### src/rtl/deinterleaver_pkg.sv
// Shared constants, read-FSM state type and reference vectors for the 802.16 QPSK
// block deinterleaver (N_CBPS = 192, 16 columns x 12 rows).
package deinterleaver_pkg;

  localparam int N_CBPS = 192;
  localparam int N_COL  = 16;
  localparam int N_ROW  = N_CBPS / N_COL;

  typedef enum logic [0:0] {
    IDLE = 1'b0,
    READ = 1'b1
  } rd_state_t;

  // Reference block: interleaved input and expected FEC-domain output, both MSB first
  localparam logic [N_CBPS-1:0] TV_IN  = 192'h4B047DFA42F2A5D5F61C021A5851E9A309A24FD58086BD1E;
  localparam logic [N_CBPS-1:0] TV_OUT = 192'h2833E48D392026D5B6DC5E4AF47ADD29494B6C89151348CA;

endpackage

### src/rtl/deint_addr_gen.sv
// Write-side address generator: converts arrival position j into bank address
// k = N_COL*(j mod N_ROW) + floor(j/N_ROW) using row/column counters.
module deint_addr_gen #(
  parameter int N_CBPS = deinterleaver_pkg::N_CBPS,
  parameter int N_COL  = deinterleaver_pkg::N_COL,
  parameter int ADDR_W = $clog2(deinterleaver_pkg::N_CBPS)
) (
  input  logic              clk,
  input  logic              rst_n,
  input  logic              in_valid,
  output logic [ADDR_W-1:0] wr_addr,
  output logic              wr_last
);
  import deinterleaver_pkg::*;

  localparam int ROWS  = N_CBPS / N_COL;
  localparam int ROW_W = $clog2(ROWS);
  localparam int COL_W = $clog2(N_COL);

  logic [ROW_W-1:0] row_r;
  logic [COL_W-1:0] col_r;
  logic             row_end_s;
  logic             col_end_s;

  assign row_end_s = (row_r == ROW_W'(ROWS - 1));
  assign col_end_s = (col_r == COL_W'(N_COL - 1));

  // Row steps on every accepted bit; column steps when the row wraps. Gaps hold both.
  always_ff @(posedge clk or negedge rst_n) begin
    if (!rst_n) begin
      row_r <= '0;
      col_r <= '0;
    end else if (in_valid) begin
      if (row_end_s) begin
        row_r <= '0;
        col_r <= col_end_s ? '0 : col_r + 1'b1;
      end else begin
        row_r <= row_r + 1'b1;
      end
    end
  end

  assign wr_addr = ADDR_W'(N_COL) * ADDR_W'(row_r) + ADDR_W'(col_r);
  assign wr_last = in_valid & row_end_s & col_end_s;

endmodule

### src/rtl/deinterleaver_chk.sv
// Simulation checker: writing into a bank that is still FULL (and not being
// released this same cycle) would corrupt a block awaiting readout.
module deinterleaver_chk (
  input logic       clk,
  input logic       rst_n,
  input logic       in_valid,
  input logic       wr_bank,
  input logic [1:0] full,
  input logic [1:0] clr
);

  property p_no_overrun;
    @(posedge clk) disable iff (!rst_n)
      in_valid |-> (!full[wr_bank] || clr[wr_bank]);
  endproperty

  a_no_overrun: assert property (p_no_overrun);

endmodule

### src/rtl/deinterleaver.sv
// Ping-pong block deinterleaver with serial in/out and 2-cycle block latency.
// Optional feature: define DEINTERLEAVER_BLKCNT_EN to add the 8-bit blk_cnt output.
module deinterleaver #(
  parameter int N_CBPS = deinterleaver_pkg::N_CBPS,
  parameter int N_COL  = deinterleaver_pkg::N_COL
) (
  input  logic       clk_100,
  input  logic       reset_N,
  input  logic       in_valid,
  input  logic       in_bit,
  output logic       out_valid,
  output logic       out_bit,
  output logic       out_sop
`ifdef DEINTERLEAVER_BLKCNT_EN
  ,
  output logic [7:0] blk_cnt
`endif
);
  import deinterleaver_pkg::*;

  localparam int                ADDR_W    = $clog2(N_CBPS);
  localparam logic [ADDR_W-1:0] LAST_ADDR = ADDR_W'(N_CBPS - 1);

  logic [ADDR_W-1:0] wr_addr_s;
  logic              wr_last_s;
  logic              wr_bank_r;
  logic [1:0]        full_r;
  logic [1:0]        set_s;
  logic [1:0]        clr_s;
  logic [N_CBPS-1:0] bank_r [2];
  rd_state_t         state_r;
  logic              rd_bank_r;
  logic [ADDR_W-1:0] rd_addr_r;
  logic              rd_last_s;

  deint_addr_gen #(
    .N_CBPS (N_CBPS),
    .N_COL  (N_COL),
    .ADDR_W (ADDR_W)
  ) u_addr_gen (
    .clk      (clk_100),
    .rst_n    (reset_N),
    .in_valid (in_valid),
    .wr_addr  (wr_addr_s),
    .wr_last  (wr_last_s)
  );

  assign rd_last_s = (state_r == READ) && (rd_addr_r == LAST_ADDR);

  // Per-bank FULL set (block written) and clear (block fully read) requests
  always_comb begin
    set_s = 2'b00;
    clr_s = 2'b00;
    if (wr_last_s) begin
      set_s[wr_bank_r] = 1'b1;
    end else begin
      set_s = 2'b00;
    end
    if (rd_last_s) begin
      clr_s[rd_bank_r] = 1'b1;
    end else begin
      clr_s = 2'b00;
    end
  end

  // Bank storage; contents are don't-care after reset
  always_ff @(posedge clk_100) begin
    if (in_valid) begin
      bank_r[wr_bank_r][wr_addr_s] <= in_bit;
    end
  end

  // FULL flags and write-bank pointer
  always_ff @(posedge clk_100 or negedge reset_N) begin
    if (!reset_N) begin
      full_r    <= 2'b00;
      wr_bank_r <= 1'b0;
    end else begin
      full_r <= (full_r & ~clr_s) | set_s;
      if (wr_last_s) begin
        wr_bank_r <= ~wr_bank_r;
      end
    end
  end

  // Read FSM with registered serial output; rd_bank follows the write alternation
  always_ff @(posedge clk_100 or negedge reset_N) begin
    if (!reset_N) begin
      state_r   <= IDLE;
      rd_bank_r <= 1'b0;
      rd_addr_r <= '0;
      out_valid <= 1'b0;
      out_bit   <= 1'b0;
      out_sop   <= 1'b0;
    end else begin
      case (state_r)
        IDLE: begin
          out_valid <= 1'b0;
          out_bit   <= 1'b0;
          out_sop   <= 1'b0;
          rd_addr_r <= '0;
          if (full_r[rd_bank_r]) begin
            state_r <= READ;
          end else if (full_r[~rd_bank_r]) begin
            rd_bank_r <= ~rd_bank_r;
            state_r   <= READ;
          end else begin
            state_r <= IDLE;
          end
        end
        READ: begin
          out_valid <= 1'b1;
          out_bit   <= bank_r[rd_bank_r][rd_addr_r];
          out_sop   <= (rd_addr_r == '0);
          if (rd_last_s) begin
            rd_addr_r <= '0;
            rd_bank_r <= ~rd_bank_r;
            state_r   <= full_r[~rd_bank_r] ? READ : IDLE;
          end else begin
            rd_addr_r <= rd_addr_r + 1'b1;
          end
        end
        default: begin
          state_r   <= IDLE;
          rd_addr_r <= '0;
          out_valid <= 1'b0;
          out_bit   <= 1'b0;
          out_sop   <= 1'b0;
        end
      endcase
    end
  end

`ifdef DEINTERLEAVER_BLKCNT_EN
  logic eob_r;

  // Block counter steps the cycle after k=191 is presented
  always_ff @(posedge clk_100 or negedge reset_N) begin
    if (!reset_N) begin
      eob_r   <= 1'b0;
      blk_cnt <= 8'd0;
    end else begin
      eob_r <= rd_last_s;
      if (eob_r) begin
        blk_cnt <= blk_cnt + 8'd1;
      end
    end
  end
`endif

  deinterleaver_chk u_chk (
    .clk      (clk_100),
    .rst_n    (reset_N),
    .in_valid (in_valid),
    .wr_bank  (wr_bank_r),
    .full     (full_r),
    .clr      (clr_s)
  );

endmodule

### config.mk
export PLATFORM = sky130hd
export DESIGN_NAME = deinterleaver
export DESIGN_NICKNAME = d
export VERILOG_FILES = /design/src/rtl/deinterleaver_pkg.sv /design/src/rtl/deint_addr_gen.sv /design/src/rtl/deinterleaver_chk.sv /design/src/rtl/deinterleaver.sv
export SDC_FILE = /design/constraint.sdc
export NUM_CORES = 1
export LEC_CHECK = 0
export ABC_AREA = 1
export BUFFER_PORTS_ARGS = -buffer_cell sky130_fd_sc_hd__buf_2
export CAP_MARGIN = 20
export CORE_ASPECT_RATIO = 0.6
export CORE_MARGIN = 1.5
export CORE_UTILIZATION = 25
export DETAILED_ROUTE_END_ITERATION = 8
export HOLD_SLACK_MARGIN = 0.12
export PLACE_DENSITY = 0.49
export SKIP_CTS_REPAIR_TIMING = 1
export SYNTH_ARGS = -nofsm -noshare
export SYNTH_HDL_FRONTEND = slang
export SYNTH_HIERARCHICAL = 1
export SYNTH_SLANG_ARGS = --single-unit
### constraint.sdc
create_clock -name clk_100 -period 2.4 [get_ports clk_100]
set_clock_uncertainty 0.05 [all_clocks]
set_input_delay 0.24 -clock clk_100 [delete_from_list [all_inputs] [get_ports clk_100]]
set_output_delay 0.24 -clock clk_100 [all_outputs]
set_load 0.1 [all_outputs]
== Word level (Yosys, flattened, before mapping) ==
Memories as Yosys holds them, arrays and structs flattened.
Cells that the tools add are included.
Operators by class
  add/subtract/negate cells: 4
  order comparisons: 8
  equality and inequality tests: 6
  mux-type cells: 31
  bitwise logic cells: 8
  reduce and logical (&&, ||, !) cells: 7
Operators with widths (number)
  2-to-1 mux 192 bit: 1
  less-than comparator 8 x 9 -> 1 bit (second input constant): 2
  case mux 8 bit (2 select lines): 1
  2-to-1 mux 1 bit: 15
  case mux 1 bit (2 select lines): 5
  adder 4 x 1 -> 4 bit (second input constant): 2
  adder 8 x 1 -> 8 bit (second input constant): 1
  adder 8 x 4 -> 8 bit: 1
  binary-select mux 1 bit (select 8 bit): 1
  demux 1 bit (select 8 bit): 1
  equality test 4 bit (second input constant): 2
  equality test 8 bit (second input constant): 1
  >= comparator 8 x 1 -> 1 bit (second input constant): 1
  zero test 8 bit: 1
  2-to-1 mux 4 bit: 2
  2-to-1 mux 8 bit: 1
  less-than comparator 1 x 2 -> 1 bit (second input constant): 3
  logical AND 1 bit: 4
  2-to-1 mux 2 bit: 2
  != test 2 bit (second input constant): 2
  NOT 1 bit: 3
  AND reduction 3 bit: 1
  bitwise AND 1 bit: 2
  bitwise AND 2 bit: 1
  6 further kinds: 8
Word-level totals
  register bits after elaboration: 24
  RAM bits: 384
  input bits: 4
  output and inout port bits: 3
  word-level logic and storage cells: 75
  memories kept: 1
Memory list
  bank_r: words 2, bits a word 192, read ports 1, clocked after memory_dff 0, write ports 1, line deinterleaver.sv:30  | logic [N_CBPS-1:0] bank_r [2];

== Logic depth before layout (Yosys ltp) ==
  word-level depth: 8
  gate-level depth with buffers: 14
  gate-level depth less buffers: 13

== Hierarchy ==
The synthesis kept the hierarchy.
By module, submodules not included
  deinterleaver: instances 1, cells an instance 1904, area an instance 18617.9 sq um, sequential area each 11931.4 sq um
  deint_addr_gen: instances 1, cells an instance 53, area an instance 432.9 sq um, sequential area each 200.2 sq um

== Worst setup path before layout ==
Ideal clock, no wire load.
  kind: register to register
  from: reg u_addr_gen.row_r[2]
  to: mem bank_r[0][166] (enable)
  library setup time: 0.299 ns
  data arrival time: 1.409 ns
  data required time: 2.051 ns
  slack: 0.642 ns
  stages on the path, launching flop included: 7
  buffers on the path: 1
  clock period less this slack: 1.758 ns
  cell sequence: dfrtp_1 > inv_1 > nand2_1 > nor3_1 > buf_2 > nand2_1 > nor2_1
On the way
  word-level cells in the longest chain between the ends: 6
Ends and longest elaborated chain
  start: declaration: line deint_addr_gen.sv:20  | logic [ROW_W-1:0] row_r;
  start signal: assignment: line deint_addr_gen.sv:38  | row_r <= row_r + 1'b1;
  adder 8 x 4 -> 8 bit (*): line deint_addr_gen.sv:43  | assign wr_addr = ADDR_W'(N_COL) * ADDR_W'(row_r) + ADDR_W'(col_r);
  less-than comparator 8 x 9 -> 1 bit (implied by the code) / >= comparator 8 x 1 -> 1 bit (equally long branches): line deinterleaver.sv:69  | bank_r[wr_bank_r][wr_addr_s] <= in_bit;
  logical AND 1 bit (implied by the code): line deinterleaver.sv:69
  2-to-1 mux 1 bit (implied by the code): line deinterleaver.sv:69
  demux 1 bit (select 8 bit) (*): line deinterleaver.sv:69
  2-to-1 mux 192 bit (implied by the code) (*): line deinterleaver.sv:69
  end: declaration: line deinterleaver.sv:30
Every way passes the cells marked *; elsewhere a longest branch is shown, timed or not.

== Final worst setup path ==
  from: reg rd_addr_r[0]
  to: reg out_bit
On the way
  word-level cells in the longest chain between the ends: 3
Ends and longest elaborated chain
  start: declaration: line deinterleaver.sv:33  | logic [ADDR_W-1:0] rd_addr_r;
  start signal: assignment: line deinterleaver.sv:120  | rd_addr_r <= rd_addr_r + 1'b1;
  binary-select mux 1 bit (select 8 bit): line deinterleaver.sv:113  | out_bit <= bank_r[rd_bank_r][rd_addr_r];
  2-to-1 mux 1 bit (implied by the code): line deinterleaver.sv:113
  case mux 1 bit (2 select lines): line deinterleaver.sv:96  | case (state_r)
  end signal: assignment: line deinterleaver.sv:113
  end: declaration: line deinterleaver.sv:12  | output logic out_bit,
Every way passes these cells. The select of a mux whose other input is x is not followed.
A chain may end at the register's enable or synchronous reset.

==> summary by stage <==
Cells and area
The share of cells above drive strength 1 is between 9 and 10%. The final standard cell count with taps included and fillers excluded is between 2000 and 3000. The relative area change from synthesis to final layout is 15.2%. Summing all non-filler instances in the final layout gives an area of 22000 sq um. The final net count is about 1900. The count of fill cells added during filler insertion is 7919. The number of antenna diodes is 0. Cells fill 29.1% of the core in the end.

Synthesis
The number of flops mapped to enable cells by yosys is ~380. Of all flip-flops after synthesis, the portion carrying an async set or reset was under 10%. The area of the mapped netlist is ~19000 sq um. The commonest cells after synthesis are 448 x sky130_fd_sc_hd__nand2_1, 384 x sky130_fd_sc_hd__edfxtp_1, 327 x sky130_fd_sc_hd__nor3_1. The distinct cell type count after synthesis is 27. The net count after synthesis is roughly 2000.

The most common cell in the synthesized netlist is sky130_fd_sc_hd__nand2_1. The warning count from the yosys run is 6. The mean cell area of the mapped netlist is between 9 and 10 sq um. The synthesized design contains approximately 410 register bits.

Of all cell types, the one taking the most synthesized area is sky130_fd_sc_hd__edfxtp_1. The predominant post-synthesis flop cell is sky130_fd_sc_hd__edfxtp_1. In the post-synthesis netlist, the biggest area contributors are sky130_fd_sc_hd__edfxtp_1 61%, sky130_fd_sc_hd__nand2_1 8.8%, sky130_fd_sc_hd__nor3_1 8.6%. The fraction of post-synthesis cell area in the top cell type by area is around 61%. Synthesis handed over a netlist of roughly 2000 instances. The sequential-to-total area share from yosys stat is 63.7%.

Global route
Entering global routing, the biggest net connects 101 pins. The number of global-route vias before repair is 13900. The first global-routing pass estimated 86800 um of wire.

The total grt overflow is 0. The global router's overall resource usage is between 10% and 20%. The number of antenna violations at the first check in global routing came to 0.

Power
Power comes to about 16 mW. The areal power density over the cells is a little over 700 nW/um^2. The worst voltage drop across the vdd grid is between 600 and 700 uV. The analysis attributes to cell leakage a power of around 7.2 nW.

Clock network
The library cell used as clock root buffer is sky130_fd_sc_hd__clkbuf_16. After clock tree synthesis, the clock-pin slew on the worst setup and hold paths is roughly 0.07 ns. The buffer levels on the longest clock path is 3. Counting the buffers created by CTS gives 40.

The clock tree from TritonCTS is built. Clock tree synthesis found a total of slightly above 400 sinks. The clock reaches the later pin of the worst-skew pair after roughly 0.56 ns. The clock tree synthesis step divided the H-tree into 2 levels.

Timing
The part of the cycle the worst path needs is between 90% and 100%. The worst pin sits at a relative slew slack of between 50 and 60%. The post-route setup TNS is 0 ns.

The final worst hold slack is roughly 0.22 ns. Counting I/O delays and the setup requirement, the final critical path takes 2.35 ns. Setup repair after global routing could not meet its margin everywhere. The slack of the critical path is ~0.05 ns. The max-slew violation count is 0. The setup violation total in the final timing report is 0. The upper clock frequency limit is around 430 MHz.

The number of hold-slack violations in the final timing report is 0. For the pin with the worst max-slew slack, the measured transition is around 0.66 ns.

Placed design
The cell area after placement is roughly 21000 sq um. At the end of routability-driven placement, the weighted congestion stood at about 0.84. The count of input and output buffers is 6. Before CTS, the worst setup slack after placement is roughly 0.13 ns. After detailed placement, the design holds a cell count of 2880.

Summed over all nets, the half-perimeter wirelength after detailed placement is roughly 33000 um.

Drt
The pre-antenna-repair detailed-routing pass consisted of 5 iterations. Across all layers, the routed design uses between 10000 and 15000 vias. The DRC violations left is 0. Summed over all layers, the routed wires come to 57200 um. After the first detailed-routing iteration, the DRC count stood at 1519. The routed length per placed instance is approximately 19 um. In this run the remaining antenna-violating nets after routing total 0. The per-cell via count in the routed design is about 4.9.

Setup path
The arrival time of data at the critical path endpoint is between 2 and 3 ns. The worst register-to-register path ends at out_bit$_DFF_PN0_. The worst register-to-register path has a setup slack of between 0.05 and 0.06 ns.

The worst flop-to-flop path startpoint is rd_addr_r[0]$_DFF_PN0_. The number of cells on the worst reg-to-reg path is 12. The startpoint-to-endpoint class of the critical path is register to register.

At the worst endpoint, the required time is roughly 2.8 ns. STA classifies the critical path startpoint as a register. Of all nets on the critical path, the largest fanout is 18. The endpoint type of the worst setup path is a register.

Die
The floorplan step set the die height to around 220 um. The die area is about 78000 sq um. The placeable core region is about 75000 sq um. The floorplan has 78 rows. Once the floorplan was initialized, standard cells occupied roughly 25% of the core.

The number of primary I/O pins is 7. In this run the horizontal extent of the chip is ~360 um.

Run status
The flow ran to the end, and the final reports show no timing, DRC or antenna violations.

Job
Max-cap violations in this run came to 0.

Worst hold path
The kind of path behind the tightest hold check is input port to asynchronous set/reset pin.
layout make-up:
type	instances	area [sq um]	area share [%]
clock buffer	53	1080	4.92
clock inverter	15	123	0.559
inverter	41	169	0.769
multi-input combinational	1320	5990	27.3
sequential	408	12100	55.3
tap	1000	1250	5.70
timing repair buffer	115	1200	5.45
sequential cells by signal (all words and copies together), names as in the netlist:
register and count:
bank_r 384, full_r 2, out_valid 1, rd_addr_r 8, out_sop 1, rd_bank_r 1, u_addr_gen/col_r 4, out_bit 1
state_r 1, u_addr_gen/row_r 4, wr_bank_r 1
where the power goes:
group	switching [mW]	internal, mW
logic	1.40	0.323
registers	0.0988	7.87
clock network	2.78	3.38
total	4.28	11.6
kinds of logic after synthesis:
family / count (synthesis) / synth area share (%)
AND/OR/NAND/NOR: 1221 / 28.4
flip-flops: 408 / 63.7
buffers and inverters: 229 / 4.95
AO/OA/AOI/OAI: 92 / 2.56
adder cells (fa/ha/maj): 4 / 0.263
XOR/XNOR: 2 / 0.0920
multiplexers: 1 / 0.0591
worst max-delay path by stage:
stage / startpoint / to / slack [ns] / cells after the start
CTS: rd_bank_r$_DFFE_PN0P_ / out_bit$_DFF_PN0_ / 0.11 / 13
floorplan: u_addr_gen/row_r[2]$_DFFE_PN0P_ / bank_r[0][166]$_DFFE_PP_ / 0.64 / 6
finish: rd_addr_r[0]$_DFF_PN0_ / out_bit$_DFF_PN0_ / 0.05 / 12
detailed placement: rd_bank_r$_DFFE_PN0P_ / out_bit$_DFF_PN0_ / 0.13 / 13
global route: rd_addr_r[0]$_DFF_PN0_ / out_bit$_DFF_PN0_ / -0.02 / 13
global placement: rd_addr_r[0]$_DFF_PN0_ / rd_bank_r$_DFFE_PN0P_ / 0.14 / 12
cell usage in the layout (no fill, tap or decap), drive strengths merged:
master | synthesis | layout
nand3 | 287 | 287
edfxtp | 384 | 384
nand2 | 451 | 451
a21oi | 23 | 23
bufinv | 0 | 2
nor3 | 328 | 328
nor3b | 1 | 1
xor2 | 2 | 2
nor2 | 147 | 147
inv | 40 | 42
dlygate4sd3 | 0 | 2
o21a | 1 | 1
dfrtp | 24 | 24
ha | 4 | 4
buf | 80 | 111
nand4 | 2 | 2
o22ai | 20 | 20
o21ai | 48 | 48
nand3b | 5 | 5
clkinv | 1 | 12
mux2 | 1 | 1
clkbuf | 108 | 55
critical path, stage by stage (launching register included):
cell and delay [ns]:
sky130_fd_sc_hd__dfrtp_4 0.56, sky130_fd_sc_hd__inv_4 0.16, sky130_fd_sc_hd__buf_12 0.20, sky130_fd_sc_hd__buf_4 0.16
sky130_fd_sc_hd__nand3_1 0.09, sky130_fd_sc_hd__nand3_1 0.08, sky130_fd_sc_hd__nand3_1 0.10, sky130_fd_sc_hd__nand3_1 0.32
sky130_fd_sc_hd__nand3_1 0.18, sky130_fd_sc_hd__nand3_1 0.11, sky130_fd_sc_hd__nand3_1 0.08, sky130_fd_sc_hd__nand3_1 0.08
sky130_fd_sc_hd__nand2_1 0.06
per-layer routing:
| metal | wire length, um | up-vias | track usage [%] |
|---|---|---|---|
| met2 | 23600 | 430 | 20.9 |
| li1 | - | 6781 | - |
| met3 | 4500 | 68 | 3.10 |
| met5 | 0 | - | 0 |
| met1 | 28200 | 7107 | 22.0 |
| met4 | 877 | 0 | 2.96 |
(Power assumes the default switching activity.)
